==> src/rtl/uart_tx_arbiter.sv <==
// Two-requester arbiter that feeds one UART transmitter and guards against a transmitter that never goes busy.
// Define UART_ARB_FIXED_PRI_EN to use fixed priority (requester 0 always wins) instead of round-robin.
module uart_tx_arbiter #(
  parameter int unsigned STALL_LIMIT = 16
) (
  input  logic       clk,
  input  logic       reset,
  input  logic [1:0] req,
  input  logic [7:0] data0,
  input  logic [7:0] data1,
  output logic [1:0] ack,
  output logic [1:0] grant,
  output logic       err,
  output logic       tx_start,
  output logic [7:0] tx_data,
  input  logic       tx_busy
);

  localparam logic [2:0] IDLE      = 3'd0;
  localparam logic [2:0] START     = 3'd1;
  localparam logic [2:0] WAIT_BUSY = 3'd2;
  localparam logic [2:0] SEND      = 3'd3;
  localparam logic [2:0] DONE      = 3'd4;

  localparam logic [7:0] STALL_LAST = 8'(STALL_LIMIT - 1);

  logic [2:0] state;
  logic [7:0] stall_cnt;
  logic       winner;
  logic       abort;

`ifdef UART_ARB_FIXED_PRI_EN
  always_comb winner = ~req[0];
`else
  logic rr;

  always_comb begin
    if (req == 2'b11) winner = rr;
    else              winner = req[1];
  end

  // Point at the requester that was not served so a persistent contender gets the next turn.
  always_ff @(posedge clk) begin
    if (reset)                        rr <= 1'b0;
    else if (state == DONE || abort)  rr <= grant[0];
  end
`endif

  // The counter holds cycles already spent in WAIT_BUSY, so the last allowed cycle sees STALL_LIMIT-1.
  always_comb abort = (state == WAIT_BUSY) && !tx_busy && (stall_cnt >= STALL_LAST);

  always_ff @(posedge clk) begin
    if (reset) begin
      state     <= IDLE;
      grant     <= 2'b00;
      tx_data   <= 8'h00;
      stall_cnt <= 8'h00;
      err       <= 1'b0;
    end else begin
      err <= 1'b0;
      case (state)
        IDLE: begin
          if (req != 2'b00) begin
            grant   <= winner ? 2'b10 : 2'b01;
            tx_data <= winner ? data1 : data0;
            state   <= START;
          end
        end
        START: begin
          stall_cnt <= 8'h00;
          state     <= WAIT_BUSY;
        end
        WAIT_BUSY: begin
          if (tx_busy) begin
            state <= SEND;
          end else if (abort) begin
            err   <= 1'b1;
            grant <= 2'b00;
            state <= IDLE;
          end else if (stall_cnt != 8'hFF) begin
            stall_cnt <= stall_cnt + 8'd1;
          end
        end
        SEND: begin
          if (!tx_busy) state <= DONE;
        end
        DONE: begin
          grant <= 2'b00;
          state <= IDLE;
        end
        default: state <= IDLE;
      endcase
    end
  end

  always_comb begin
    tx_start = (state == START);
    ack      = (state == DONE) ? grant : 2'b00;
  end

endmodule

==> config.mk <==
export PLATFORM = sky130hd
export DESIGN_NAME = uart_tx_arbiter
export DESIGN_NICKNAME = d
export VERILOG_FILES = /design/src/rtl/uart_tx_arbiter.sv
export SDC_FILE = /design/constraint.sdc
export NUM_CORES = 1
export LEC_CHECK = 0
export ABC_CLOCK_PERIOD_IN_PS = 1500
export BUFFER_PORTS_ARGS = -buffer_cell sky130_fd_sc_hd__buf_2
export CAP_MARGIN = 15
export CORE_MARGIN = 4
export CORE_UTILIZATION = 41
export CTS_BUF_LIST = sky130_fd_sc_hd__clkbuf_4
export DETAILED_ROUTE_END_ITERATION = 8
export GPL_ROUTABILITY_DRIVEN = 0
export PLACE_DENSITY = 0.69
export RECOVER_POWER = 25
export SYNTH_ARGS = -nofsm -noshare
export SYNTH_HDL_FRONTEND = slang
export SYNTH_SLANG_ARGS = --single-unit
export TNS_END_PERCENT = 5
==> constraint.sdc <==
create_clock -name clk -period 1.5 [get_ports clk]
set_input_delay 0.3 -clock clk [delete_from_list [all_inputs] [get_ports clk]]
set_output_delay 0.3 -clock clk [all_outputs]
set_load 0.01 [all_outputs]
=== Word level (Yosys, flattened, before mapping) ===
Index checks and enable logic that the tools add are counted.

* Muxes and demuxes: 18
* Equality and inequality tests: 13
* Add/subtract/negate cells: 1
* Bitwise operators: 1
* $lt $le $gt $ge: 1
* Reduce and logical (&&, ||, !) cells: 13

{| class="wikitable"
|+ Operator list
! kind !! count
|-
| 8-bit two-way mux || 4
|-
| 8-bit one-hot mux with 2 select lines || 1
|-
| 3-bit two-way mux || 4
|-
| 3-bit one-hot mux with 4 select lines || 1
|-
| 2-bit two-way mux || 5
|-
| 2-bit inequality test, second input constant || 5
|-
| 8-bit by 1-bit adder with 8-bit output, second input constant || 1
|-
| 8-bit by 4-bit greater-or-equal comparator with 1-bit output, second input constant || 1
|-
| 8-bit inequality test, second input constant || 1
|-
| 4-bit AND reduction || 2
|-
| 3-bit by 2-bit equality test with 1-bit output, second input constant || 2
|-
| 2-bit one-hot mux with 3 select lines || 1
|-
| 2-bit nonzero test || 2
|-
| 3-bit by 1-bit equality test with 1-bit output, second input constant || 1
|-
| 3-bit equality test, second input constant || 1
|-
| 3-bit zero test || 1
|-
| 3-bit inequality test, second input constant || 1
|-
| 3-bit AND reduction || 1
|-
| 3-bit nonzero test || 1
|-
| 3-bit OR reduction || 1
|-
| 2-bit equality test, second input constant || 1
|-
| 1-bit logical AND || 2
|-
| 1-bit two-way mux || 2
|-
| 2-bit by 1-bit inequality test with 1-bit output, second input constant || 1
|-
| other kinds (4) || 4
|}

* Input port bits: 21
* Word-level logic and storage cells: 53
* Output and inout port bits: 14
* Register bits: 23

=== Logic depth before layout (Yosys ltp) ===
Gate-level depths: netlist (run 1).

* Word-level depth: 6
* Mapped depth: 5
* Depth with buffers taken out: 5

=== Worst setup path after synthesis (run 1) ===
OpenSTA, ideal clock, no wires.

* Path kind: register to register
* From: reg state[1]
* To: reg grant[1]
* Period minus slack after synthesis: 1472 ps
* Stages on the path, launching flop included: 6
* Required time: 1379 ps
* Setup time: 121 ps
* Arrival time: 1352 ps
* Buffers on the path: 1
* Setup slack: 28 ps
* Cells stage by stage: dfxtp_1 buf_2 nor2_1 and3b_1 o21bai_1 mux2_2

* Longest elaborated chain between the ends: 5
* Elaborated cells on any way between the ends: 11
* Classes of those cells: eq/ne: 5; mux: 1; reduce/logical: 5

{| class="wikitable"
|+ RTL lines
! item !! RTL line !! source
|-
| from (decl) || 27 || <nowiki>logic [2:0] state;</nowiki>
|-
| from (signal assigned) || 54 || <nowiki>state <= IDLE;</nowiki>
|-
| from (signal assigned) || 66 || <nowiki>state <= START;</nowiki>
|-
| from (signal assigned) || 71 || <nowiki>state <= WAIT_BUSY;</nowiki>
|-
| 3-bit by 2-bit equality test with 1-bit output || 50, 61 ||
|-
| 1-bit logical AND (2 in series) || 50 || <nowiki>always_comb abort = (state == WAIT_BUSY) && !tx_busy && (stall_cnt >= STALL_LAST);</nowiki>
|-
| 2-bit inequality test (no line) || -- ||
|-
| 4-bit AND reduction (no line) || -- ||
|-
| to (signal assigned) || 64 || <nowiki>grant <= winner ? 2'b10 : 2'b01;</nowiki>
|-
| to (decl) || 12 || <nowiki>output logic [1:0] grant,</nowiki>
|}

Several ways; a longest one is shown, not always the timed one.
A chain may end at the register's enable or synchronous reset.

=== Final worst setup path (run 1) ===
* From: reg state[0]
* To: reg stall_cnt[1]

* Longest elaborated chain between the ends: 5
* Elaborated cells on any way between the ends: 10
* Classes of those cells: eq/ne: 5; mux: 1; reduce/logical: 4

{| class="wikitable"
|+ RTL lines
! item !! RTL line !! source
|-
| 3-bit by 2-bit equality test with 1-bit output || 50, 61 ||
|-
| 1-bit logical AND (2 in series) || 50 ||
|-
| 2-bit inequality test (no line) || -- ||
|-
| 4-bit AND reduction (no line) || -- ||
|-
| to (signal assigned) || 81 || <nowiki>stall_cnt <= stall_cnt + 8'd1;</nowiki>
|-
| to (decl) || 28 || <nowiki>logic [7:0] stall_cnt;</nowiki>
|}

Several ways; a longest one is shown, not always the timed one.

==> results.yml, run 1 <==
sta:
  period_needed_ns: 1.52
  finClkSkew_ns: 0.00148
  timing.fmax_ghz: 0.660
  tightest_slew_ns: 0.285
  fin_ws_ns: -0.0155
  fin_crit_sh: 1.01
  hold_viol: 0
  slew_violations: 0
  rsz0062_at_grt: "yes"
  relSlewSlack: 0.809
  setup_viol: 1
synthesis:
  netlist_area_um2: 1070
  synth_area_leader_cell: "dfxtp_1"
  ys_ff_latch: 23
  netlist_instances: 111
  synth-edff-count: 0
  synthTopCellsByCount: "dfxtp_1 (23), nor2_1 (13), mux2i_1 (10)"
  synth.distinct_cells: 35
  ys_seq_area_frac: 0.431
  yosysMostFrequentCell: "dfxtp_1"
  syn_nets: 133
  yosysTopAreaCellShare: 0.431
  synth.area.top_cells: "dfxtp_1 (43%), mux2i_1 (9.4%), a211oi_1 (5.6%)"
  synth_flop_cell: "dfxtp_1"
  yosys_warnings: 0
  async_flop_share: 0
  syn_area_per_cell_um2: 9.62
cts:
  cts_root_buf: "clkbuf_4"
  cts.htree.levels: 1
  cts_tree: "done"
  cts_buffers: 3
  clk_latency_ns: 0.30
  clkSlewWorstSetupHoldPaths_ns: 0.12
  clk_path_buf_depth: 2
  ctsHoldBuffers: 0
  cts.sinks: 23
run:
  drv_cap: 0
power:
  seq_power_share: 0.492
  p_leak_nw: 0.669
  p_switching_mw: 0.443
  pwr-share-clk: 0.203
  intPower_mw: 1.02
  p_comb_frac: 0.306
  p_sw_frac: 0.303
  ir_worst_vdd_uv: 676
  p_per_area_nw_per_um2: 1030
die:
  io_pins: 35
  rows: 18
  start_util: 0.431
  die_w_um: 59.0
  die_h_um: 59.0
  core_um2: 2480
  dieArea_um2: 3480
critical_path:
  start_kind: "flop"
  cp_top_family: "simple AND/OR/NAND/NOR gates"
  critical_path.cell_chain: "nor4b_4 -> nand3_2 -> or4_4 -> a21oi_2"
  required_ns: 1.74
  critPathArrivalTime_ns: 1.75
  worstSetupPathType: "flop to flop"
  endpoint_kind: "flop"
  critPathMaxStageDelay_ns: 0.45
  slowest_stage: "or4_4"
  cp_max_fo: 6
  critPathBufInv: 0
cells_and_area:
  diodes: 0
  synthToLayoutAreaGrowth_pct: 33.5
  seq_area_um2: 469
  layout-drive-gt1-share: 0.392
  fin_util: 0.575
  multi_input_area_um2: 572
  fin_nets: 181
  num-fill-cells: 229
grt:
  grt-ovfl-total: 0
  antenna_found_initial: 0
  grt_pass1_wl_um: 4180
  grtUsageTotal: 0.155
  grt_pass1_vias: 974
  grt_max_degree: 17
placed_design:
  hpwl_um: 1800
  dp_slack_ns: -0.0144
  numPortBuffers: 34
detailed_routing:
  routed_wl_um: 2460
  routed-via-count: 974
  wl_per_cell_um: 13.1
  viasPerCell: 5.18
  drc: 0
  drt_iter0_drc: 31
  final_antenna_net_count: 0
  drtPass1Iterations: 4
run_status:
  outcome: "complete, but fails checks"
  violations: "setup timing"
hold_path:
  hp-class: "input pin to flop"
state kept, by name, summed over array words and instances (netlist names):
signal     cells
err            1
stall_cnt      8
tx_data        8
state          3
rr             1
grant          2
power groups by stage:
stage	Sequential [mW]	Combinational [mW]	Clock, mW
after floorplan	0.734	0.227	0
after global placement	0.721	0.423	0
after detailed placement	0.722	0.432	0
after CTS	0.718	0.448	0.309
after global routing	0.728	0.489	0.335
final	0.719	0.447	0.296
path summary, 6_finish.rpt:
| kind | from | end | slack, ns | depth (start not counted) |
|---|---|---|---|---|
| min reg2reg | rr | rr | 0.47 | 2 |
| max reg2reg | state[0] | stall_cnt[1] | -0.02 | 4 |
| min | tx_busy | state[2] | 0.23 | 2 |
| max | state[0] | stall_cnt[1] | -0.02 | 4 |
cell families (layout without fill, tap and decap cells):
kind of cell | count (synthesis) | after routing | share of synthesized area
buf+inv | 12 | 59 | 0.0539
flops | 23 | 23 | 0.431
compound gates | 20 | 20 | 0.127
fa+ha+maj | 1 | 1 | 0.0117
simple gates | 43 | 43 | 0.264
xor+xnor | 1 | 1 | 0.00821
mux | 11 | 11 | 0.104
metal layers:
layer  vias up  GRT usage  share of wire
li1        492          -              -
met1       448      0.199           0.45
met2        32      0.260           0.48
met3         2     0.0327          0.066
met4         0     0.0485         0.0069
met5         -          0              0
cells in the final DEF (no fill, tap or decap), drive strengths merged, types with 2 or more instances in the layout:
| cell | n |
|---|---|
| nand3 | 6 |
| and3 | 6 |
| mux2i | 10 |
| buf | 43 |
| or3 | 2 |
| dfxtp | 23 |
| nand2b | 2 |
| inv | 5 |
| nand2 | 3 |
| nor4 | 3 |
| nor4b | 2 |
| clkbuf | 11 |
| a211oi | 8 |
| nor2 | 13 |
| a21oi | 4 |
| o21ai | 2 |
cell type report:
type,instances,area share
Multi-Input combinational cell,76,0.401
Sequential cell,23,0.329
Timing Repair Buffer,50,0.209
Tap cell,30,0.0263
Clock buffer,4,0.0211
Inverter,5,0.0132
per-stage QoR:
stage	setup TNS [ns]	power, mW	cells	cell area (um2)	hold WS, ns
global placement	0	1.14	182	1350	0.455
finish	-0.0155	1.46	188	1430	0.230
floorplan	0	0.962	111	1070	0.377
detailed placement	-0.0144	1.15	182	1350	0.459
CTS	-0.000504	1.47	188	1420	0.217
global route	-0.226	1.55	188	1430	0.220
what timing repair did:
| action | in CTS | in global routing |
|---|---|---|
| setup buffers | 2 | 0 |
| pin swaps | 2 | 3 |
| setup endpoints to repair | 5 | 6 |
| cloned | 0 | 0 |
| resized for setup | 7 | 6 |
(Power assumes the default switching activity.)
==> inputs of run 2 (changes only) <==
ABC_AREA = 1   (was not set)
==> results.yml, run 2 <==
cts:
  post_cts_buffers: 0
  clk_latency_ns: 0.31
  post_cts_resized: 3
  cts.sinks: 23
  clkSlewWorstSetupHoldPaths_ns: 0.12
  ctsHoldBuffers: 0
  cts_root_buf: "clkbuf_4"
  cts_buffers: 3
  cts.htree.levels: 1
  clk_path_buf_depth: 2
  cts_tree: "done"
cells_and_area:
  final_cell_mix: "nand2_1 (41), buf_2 (26), nor2_1 (25), dfxtp_1 (20)"
  fin_nets: 217
  num-fill-cells: 256
  diodes: 0
  synthToLayoutAreaGrowth_pct: 20.1
  final_common_cell: "nand2_1"
  layout-drive-gt1-share: 0.237
  top_regs: "stall_cnt: 8 flops, tx_data: 8 flops, state: 3 flops"
grt:
  grt_max_degree: 17
  grt_pass1_vias: 963
  use_met2: 0.235
  use_met3: 0.0389
  top_usage_layer: "met2"
  grtUsageTotal: 0.146
  grt-ovfl-total: 0
  use_met1: 0.181
  antenna_found_initial: 0
  grt_pass1_wl_um: 4010
critical_path:
  required_ns: 1.20
  cp_top_family: "flip-flops"
  start_kind: "flop"
  critPathBufInv: 1
  slowest_stage: "dfxtp_2"
  critical_path.cell_chain: "nor2_4 -> nand2_2 -> nor2_1 -> buf_2"
  cp_max_fo: 5
  worstSetupPathType: "flop to primary output"
  critPathMaxStageDelay_ns: 0.36
  endpoint_kind: "primary output"
  critPathArrivalTime_ns: 1.16
die:
  io_pins: 35
  start_util: 0.441
  die_h_um: 60.1
  core_um2: 2520
  die_w_um: 60.1
  rows: 18
  dieArea_um2: 3610
detailed_routing:
  drtPass1Iterations: 4
  routed-via-count: 1084
  drt_iter0_drc: 37
  routed_wl_um: 2450
  viasPerCell: 4.84
  drc: 0
  final_antenna_net_count: 0
  wl_per_cell_um: 10.9
placed_design:
  numPortBuffers: 34
  hpwl_um: 1890
power:
  p_comb_frac: 0.438
  ir_worst_vdd_uv: 1020
  p_switching_mw: 0.897
  seq_power_share: 0.422
  intPower_mw: 1.24
  p_sw_frac: 0.419
  p_per_area_nw_per_um2: 1600
  pwr-share-clk: 0.140
  p_leak_nw: 0.658
run:
  drv_cap: 0
sta:
  finClkSkew_ns: 0.00948
  period_needed_ns: 1.46
  fin_crit_sh: 0.972
  tns_ns: 0
  tightest_slew_ns: 0.420
  hold_viol: 0
  setup_viol: 0
  relSlewSlack: 0.720
  whs_ns: 0.201
  timing.fmax_ghz: 0.686
  rsz0062_at_grt: "yes"
  slew_violations: 0
synthesis:
  synth_flop_cell: "dfxtp_1"
  syn_nets: 181
  synth.area.top_cells: "dfxtp_1 (41%), nand2_1 (14%), nor2_1 (8.4%)"
  async_flop_share: 0
  ys_seq_area_frac: 0.413
  synthTopCellsByCount: "nand2_1 (42), nor2_1 (25), dfxtp_1 (23)"
  syn_area_per_cell_um2: 7.00
  netlist_instances: 159
  synth.distinct_cells: 22
  yosysMostFrequentCell: "nand2_1"
  synth_area_leader_cell: "dfxtp_1"
  synth-edff-count: 0
  netlist_area_um2: 1110
  yosysTopAreaCellShare: 0.413
  ys_ff_latch: 23
  yosys_warnings: 0
hold_path:
  hp-class: "input pin to flop"
run_status:
  outcome: "finished clean"
==> run 2: cell types whose count changed after synthesis, sizes merged, moves of 4 or more <==
| cell | previous run | this run |
|---|---|---|
| mux2i | 10 | 0 |
| nand2 | 3 | 45 |
| inv | 5 | 15 |
| nor2 | 13 | 27 |
| nand3 | 6 | 10 |
| a21oi | 4 | 14 |
| nor3b | 0 | 4 |
| o21ai | 2 | 11 |
| a211oi | 8 | 0 |
| and3 | 6 | 0 |
==> run 2: final cells by class <==
| type | count | area, um2 | share of cell area |
|---|---|---|---|
| multi-input cells | 117 | 582 | 0.435 |
| flip-flops and latches | 23 | 464 | 0.347 |
| well taps | 30 | 37.5 | 0.0281 |
| repair buffers | 35 | 168 | 0.125 |
| clock buffers | 4 | 30.0 | 0.0225 |
| inverters | 15 | 56.3 | 0.0421 |
==> run 2: per-stage QoR <==
stage	cells	total power, mW	utilization	setup slack [ns]	instance area (um2)
finish	224	2.14	0.530	0.0421	1340
global route	224	2.33	0.530	-0.0403	1340
CTS	224	2.15	0.529	0.0180	1340
detailed placement	220	1.82	0.514	0.0741	1300
global placement	220	1.79	0.514	0.153	1300
floorplan	159	1.61	-	0.217	1110
==> run 2: power by group through the flow <==
stage | clock, mW | sequential [mW] | combinational (mW)
after floorplan | 0 | 0.933 | 0.680
after global placement | 0 | 0.888 | 0.901
after detailed placement | 0 | 0.894 | 0.930
after CTS | 0.318 | 0.894 | 0.943
after global routing | 0.335 | 0.930 | 1.07
final | 0.299 | 0.903 | 0.937
==> run 2: cell families after synthesis <==
group,count (synthesis),share of synthesized area
AOI/OAI and AO/OA,26,0.133
adders and majority gates,1,0.0112
buffers and inverters,19,0.0798
DFF,23,0.413
and+or+nand+nor,90,0.363
==> run 2: layer usage <==
metal,up-vias,share of wire
met1,473,0.48
li1,578,-
met3,4,0.058
met4,0,0.014
met2,29,0.45
met5,-,0
==> run 2: path summary, 6_finish.rpt <==
kind	start	to	slack [ns]	cells after the start
setup / recovery	state[0]	ack[0]	0.04	4
hold / removal	data1[6]	tx_data[6]	0.20	3
setup reg to reg	stall_cnt[0]	stall_cnt[0]	0.11	8
hold reg to reg	stall_cnt[5]	stall_cnt[5]	0.48	1
==> run 2: tightest hold or removal path: stages <==
cell,delay (ns)
buf_2,0.07
a21oi_1,0.05
nor2_1,0.06
